File: src/rtl/mem_readback_streamer.sv
// mem_readback_streamer: sweeps a contiguous address range through a block-RAM
// registered read port (1-cycle latency) and returns each word on a valid/ready
// stream, buffered by a 3-entry FIFO so reads stay ahead of a stalled consumer.
//
// Ports:
//   clk, reset             single clock, synchronous active-high reset
//   start, base_addr,      transfer request (sampled in IDLE only), first address,
//   word_count             number of words
//   mem_raddr, mem_rdata   registered read address out, read data in (1-cycle latency)
//   m_valid, m_ready,      output stream; m_last marks the word_count-th word
//   m_data, m_last
//   busy, done, err_range  transfer in progress, completion pulse, rejected-start pulse
//   checksum               running XOR of delivered words when READBACK_CHECKSUM_EN
//                          is defined, otherwise constant 0
//
// Optional feature macro: READBACK_CHECKSUM_EN

module mem_readback_streamer #(
  parameter int WID_MEM   = 32,
  parameter int DEPTH_MEM = 1024
) (
  input  logic               clk,
  input  logic               reset,
  input  logic               start,
  input  logic [31:0]        base_addr,
  input  logic [31:0]        word_count,
  output logic [31:0]        mem_raddr,
  input  logic [WID_MEM-1:0] mem_rdata,
  output logic               m_valid,
  input  logic               m_ready,
  output logic [WID_MEM-1:0] m_data,
  output logic               m_last,
  output logic               busy,
  output logic               done,
  output logic               err_range,
  output logic [WID_MEM-1:0] checksum
);

  typedef enum logic [1:0] {IDLE, ISSUE, DRAIN, FINISH} state_t;

  state_t state, state_nxt;

  logic [31:0]        remaining;
  logic               inflight;
  logic               inflight_last;
  logic [WID_MEM-1:0] fifo_data [3];
  logic [2:0]         fifo_last;
  logic [1:0]         wr_ptr;
  logic [1:0]         rd_ptr;
  logic [1:0]         fifo_count;

  logic [32:0] range_end;
  logic        range_bad;
  logic [2:0]  occupancy;
  logic        accept;
  logic        reject;
  logic        issue;
  logic        push;
  logic        pop;

  // 33-bit sum so base_addr + word_count cannot wrap past the memory end.
  always_comb begin
    range_end = {1'b0, base_addr} + {1'b0, word_count};
    range_bad = (range_end > 33'(DEPTH_MEM)) ||
                ((base_addr >= 32'(DEPTH_MEM)) && (word_count != '0));
  end

  // Occupancy uses registered state only, so m_ready never reaches mem_raddr
  // combinationally. Steady state (1 buffered + 1 in flight) still issues every cycle.
  assign occupancy = {1'b0, fifo_count} + {2'b00, inflight};

  assign m_valid = (fifo_count != 2'd0);
  assign m_data  = fifo_data[rd_ptr];
  assign m_last  = fifo_last[rd_ptr];
  assign pop     = m_valid && m_ready;
  assign push    = inflight;
  assign busy    = (state == ISSUE) || (state == DRAIN);
  assign done    = (state == FINISH);

  always_ff @(posedge clk) begin
    if (reset) begin
      state <= IDLE;
    end else begin
      state <= state_nxt;
    end
  end

  always_comb begin
    state_nxt = state;
    accept    = 1'b0;
    reject    = 1'b0;
    issue     = 1'b0;
    case (state)
      IDLE: begin
        if (start) begin
          if (range_bad) begin
            reject = 1'b1;
          end else begin
            accept    = 1'b1;
            state_nxt = (word_count == '0) ? FINISH : ISSUE;
          end
        end
      end
      ISSUE: begin
        if (occupancy < 3'd3) begin
          issue = 1'b1;
          if (remaining == 32'd1) begin
            state_nxt = DRAIN;
          end
        end
      end
      DRAIN: begin
        if (pop && m_last) begin
          state_nxt = FINISH;
        end
      end
      FINISH: state_nxt = IDLE;
      default: state_nxt = IDLE;
    endcase
  end

  always_ff @(posedge clk) begin
    if (reset) begin
      mem_raddr     <= '0;
      remaining     <= '0;
      inflight      <= 1'b0;
      inflight_last <= 1'b0;
      wr_ptr        <= '0;
      rd_ptr        <= '0;
      fifo_count    <= '0;
      fifo_last     <= '0;
      err_range     <= 1'b0;
      for (int i = 0; i < 3; i++) begin
        fifo_data[i] <= '0;
      end
    end else begin
      err_range <= reject;

      if (accept && (word_count != '0)) begin
        mem_raddr <= base_addr;
        remaining <= word_count;
      end else if (issue) begin
        mem_raddr <= mem_raddr + 32'd1;
        remaining <= remaining - 32'd1;
      end

      // The last-word tag travels with the read so it lands beside its data.
      inflight      <= issue;
      inflight_last <= issue && (remaining == 32'd1);

      if (push) begin
        fifo_data[wr_ptr] <= mem_rdata;
        fifo_last[wr_ptr] <= inflight_last;
        wr_ptr            <= (wr_ptr == 2'd2) ? 2'd0 : wr_ptr + 2'd1;
      end
      if (pop) begin
        rd_ptr <= (rd_ptr == 2'd2) ? 2'd0 : rd_ptr + 2'd1;
      end
      case ({push, pop})
        2'b10:   fifo_count <= fifo_count + 2'd1;
        2'b01:   fifo_count <= fifo_count - 2'd1;
        default: fifo_count <= fifo_count;
      endcase
    end
  end

`ifdef READBACK_CHECKSUM_EN
  // Accept happens only in IDLE where the FIFO is empty, so clear and pop never collide.
  always_ff @(posedge clk) begin
    if (reset) begin
      checksum <= '0;
    end else if (accept) begin
      checksum <= '0;
    end else if (pop) begin
      checksum <= checksum ^ m_data;
    end
  end
`else
  assign checksum = '0;
`endif

endmodule
File: config.mk
export PLATFORM = sky130hd
export DESIGN_NAME = mem_readback_streamer
export DESIGN_NICKNAME = d
export VERILOG_FILES = /design/src/rtl/mem_readback_streamer.sv
export SDC_FILE = /design/constraint.sdc
export NUM_CORES = 1
export LEC_CHECK = 0
export CORE_MARGIN = 5
export CORE_UTILIZATION = 39
export DETAILED_ROUTE_END_ITERATION = 8
export PLACE_DENSITY = 0.61
export RECOVER_POWER = 50
export SYNTH_ARGS = -nofsm -noshare
export SYNTH_HDL_FRONTEND = slang
export SYNTH_SLANG_ARGS = --single-unit
File: constraint.sdc
create_clock -name clk -period 3.9 [get_ports clk]
set_input_delay 0.585 -clock clk [delete_from_list [all_inputs] [get_ports clk]]
set_output_delay 0.585 -clock clk [all_outputs]
set_load 0.005 [all_outputs]
==> flow_summary.toml <==
[outcome]
status = "complete, but fails checks"
violations = "max-capacitance violations, max-slew violations"

[global_route]
grt_max_degree = 52
grt.overflow.total = 0
grtUsageTotal_pct = 17.8
grt_pass1_wl_mm = 49.1
antenna_found_initial = 0
first_global_vias = 9483

[route]
drt-wirelength-per-cell_um = 17.1
drtIter0Drc = 439
first_pass_iters = 4
postRouteWirelength_mm = 31.6
final_antenna_net_count = 0
vias = 9364
via_per_inst = 5.06
drc = 0

[cells_and_area]
nets = 1589
finalNonFillerCells = 1852
utilization_pct = 55.3
n_fill_cell = 2602
antenna_cells = 0
final_common_cell = "buf_4"
final_cell_mix = "178 x buf_4, 128 x edfxtp_1, 112 x nor2_1"
area.growth.synth_to_final_pct = 39.8
drive_gt1_share_pct = 23.8

[power]
vdd_drop_max_uv = 237
power.density_nw_per_um2 = 318
p_leak_nw = 6.68

[hold_path]
hp-start = "base_addr[0]"
hp-class = "input port to register"

[synth]
ys_types = 63
ys_ff_latch = 208
synth_area_per_cell_sq_um = 10.6
yosysWarnings = 0
synth-edff-count = 128
netlist_area_sq_um = 11700
synthFlopType = "edfxtp_1"
synth_seq_area_share_pct = 46.5
synthCells = 1107
async_flop_share_pct = 0

[run]
drv_cap = 1

[placed_design]
io_buffers = 168
placedCellCount = 1803
routabilityCongestion = 0.920
post-dp-hpwl_mm = 23.5
dp_slack_ns = -0.806

[sta]
fin_skew_ns = 0.0132
finalCriticalPeriod_ns = 3.76
relSlewSlack_pct = -0.994
maxSlewViolCount = 34
tightest_slew_ns = 1.51
max_freq_mhz = 266
fin_crit_sh_pct = 96.5
rsz0062_at_grt = "true"
setup_ws_ns = 0.138
setup_viol = 0
whs_ns = 0.373
hold_viol_final = 0

[cts]
ctsHtreeMaxLevel = 1
cts.sinks = 208
cts.path.max_buffers = 3
root_buffer = "clkbuf_16"
worstSkewPairLatency_ns = 0.49
cts_buffers = 23
clkTransAtPathRegs_ns = 0.06
cts_tree = "done"
cts_hold_buf = 0

[worst_setup_path]
worstSetupPathType = "input port to register"
cp-startpoint = "base_addr[5]"
timing.rr.start = "remaining[14]"
critPathCaptureType = "register"
path_max_fanout = 8
critPathSlowestCell = "clkdlybuf4s50_1"
critical_path.cell_chain = "clkdlybuf4s50_1 > ha_4 > nand4_1 > a211oi_2 > buf_4 > o31ai_2 > buf_4 > or4_1 > nand3_2 > nand2_1 > a311o_1 > nor4_4 > buf_12 > buf_12 > mux2i_2 > nor2_1"
critPathBufInv = 5
crit_family = "simple AND/OR/NAND/NOR gates"
cp_data_required_time_ns = 4.27
crit_arrival_ns = 4.13
max_stage_delay_ns = 0.50
worst_setup_path_start_kind = "input port"

[floorplan]
coreArea_sq_um = 29600
die_h_um = 183
fp.dieW_um = 183
die-area_sq_um = 33600
initial_core_util_pct = 39.5
io-pin-count = 201
std_cell_rows = 63
Yosys cell counts (4+ instances only):
cell,count,area share [%]
o21a_1,5,0.32
ha_1,43,4.6
nand2_1,74,2.4
a21oi_1,53,2.3
nand2b_1,9,0.48
and4_1,4,0.30
xnor2_1,30,2.2
nor4_1,26,1.4
xor2_1,46,3.4
edfxtp_1,128,33
o21bai_1,6,0.38
or4_1,6,0.38
inv_1,19,0.61
buf_4,32,2.0
a31oi_1,5,0.27
o21ai_0,29,1.2
and2_1,100,5.3
nor2_1,116,3.7
dfxtp_1,80,14
mux2i_1,47,4.0
o211ai_1,4,0.26
or2_2,6,0.32
nor3_1,29,1.2
and3_1,13,0.69
buf_1,7,0.22
a21o_1,14,0.90
clkbuf_1,34,1.1
mux4_2,32,6.1
buf_12,4,0.68
nand4_1,24,1.3
nand3_1,27,1.2
report_power, final:
group	internal [mW]	switching [mW]	total (mW)
sequential	2.36	0.00893	2.37
clock	1.13	0.838	1.96
combinational	0.440	0.435	0.874
total	3.93	1.28	5.21
stage by stage:
step           instance area [sq um]  total power [mW]  setup TNS (ns)
6_report                       16400              5.21               0
5_1_grt                        16400              5.44         -0.0841
4_1_cts                        15800              5.21               0
3_5_place_dp                   15000              3.21          -50.64
3_3_place_gp                   15000              3.21          -46.15
2_1_floorplan                  11800              2.79               0
metal layers:
layer	wire, um	part of all wire (%)	GRT usage [%]
met2	15900	50	31.6
met4	618	2.0	4.26
met3	1320	4.2	2.22
met5	0	0	0
met1	13800	44	23.3
repair_timing:
action	4_1_cts	5_1_grt
setup endpoints to repair	66	67
pin swaps	11	42
gates cloned	1	2
setup buffers	1	3
gates resized for setup	29	146
worst register-to-register path, cell delays in order (launching register included):
cell and delay (ns):
dfxtp_1 0.35, or4_1 0.60, nor4_1 0.37, nand2b_1 0.17, nor3_1 0.36, and3_1 0.25
nand4b_1 0.13, o21ai_0 0.34, o211a_1 0.20, o21ai_1 0.09, a2111oi_2 0.34
final cells by class:
type | count | area [sq um] | share of cell area, %
Sequential cell | 208 | 5450 | 33.2
Inverter | 19 | 71.3 | 0.435
Multi-Input combinational cell | 831 | 6360 | 38.8
Clock inverter | 11 | 61.3 | 0.374
Tap cell | 390 | 488 | 2.98
Timing Repair Buffer | 362 | 3340 | 20.4
Clock buffer | 31 | 626 | 3.82
cells by family (layout without fill, tap and decap cells):
family,after synthesis,after routing,synth area share (%)
flip-flops,208,208,46.5
AND/OR/NAND/NOR,449,449,19.7
adder cells (fa/ha/maj),44,44,4.76
other,1,32,0.0320
AO/OA/AOI/OAI,151,151,8.26
buffers and inverters,99,423,4.94
XOR/XNOR,76,76,5.68
multiplexers,79,79,10.2
flip-flops by register name (all words and copies together) (netlist names), named ones only:
name	count
remaining	32
fifo_last	3
state	2
inflight_last	1
err_range	1
mem_raddr	32
fifo_count	2
inflight	1
wr_ptr	2
rd_ptr	2
fifo_data	128
path summary, 6_finish.rpt:
check | slack (ns) | cells past startpoint | end
setup / recovery | 0.14 | 16 | mem_raddr[8]
hold / removal | 0.37 | 3 | mem_raddr[0]
setup reg to reg | 0.61 | 10 | state[0]
hold reg to reg | 0.47 | 2 | fifo_last[2]
Note: power is estimated with default switching activity, not from simulation.
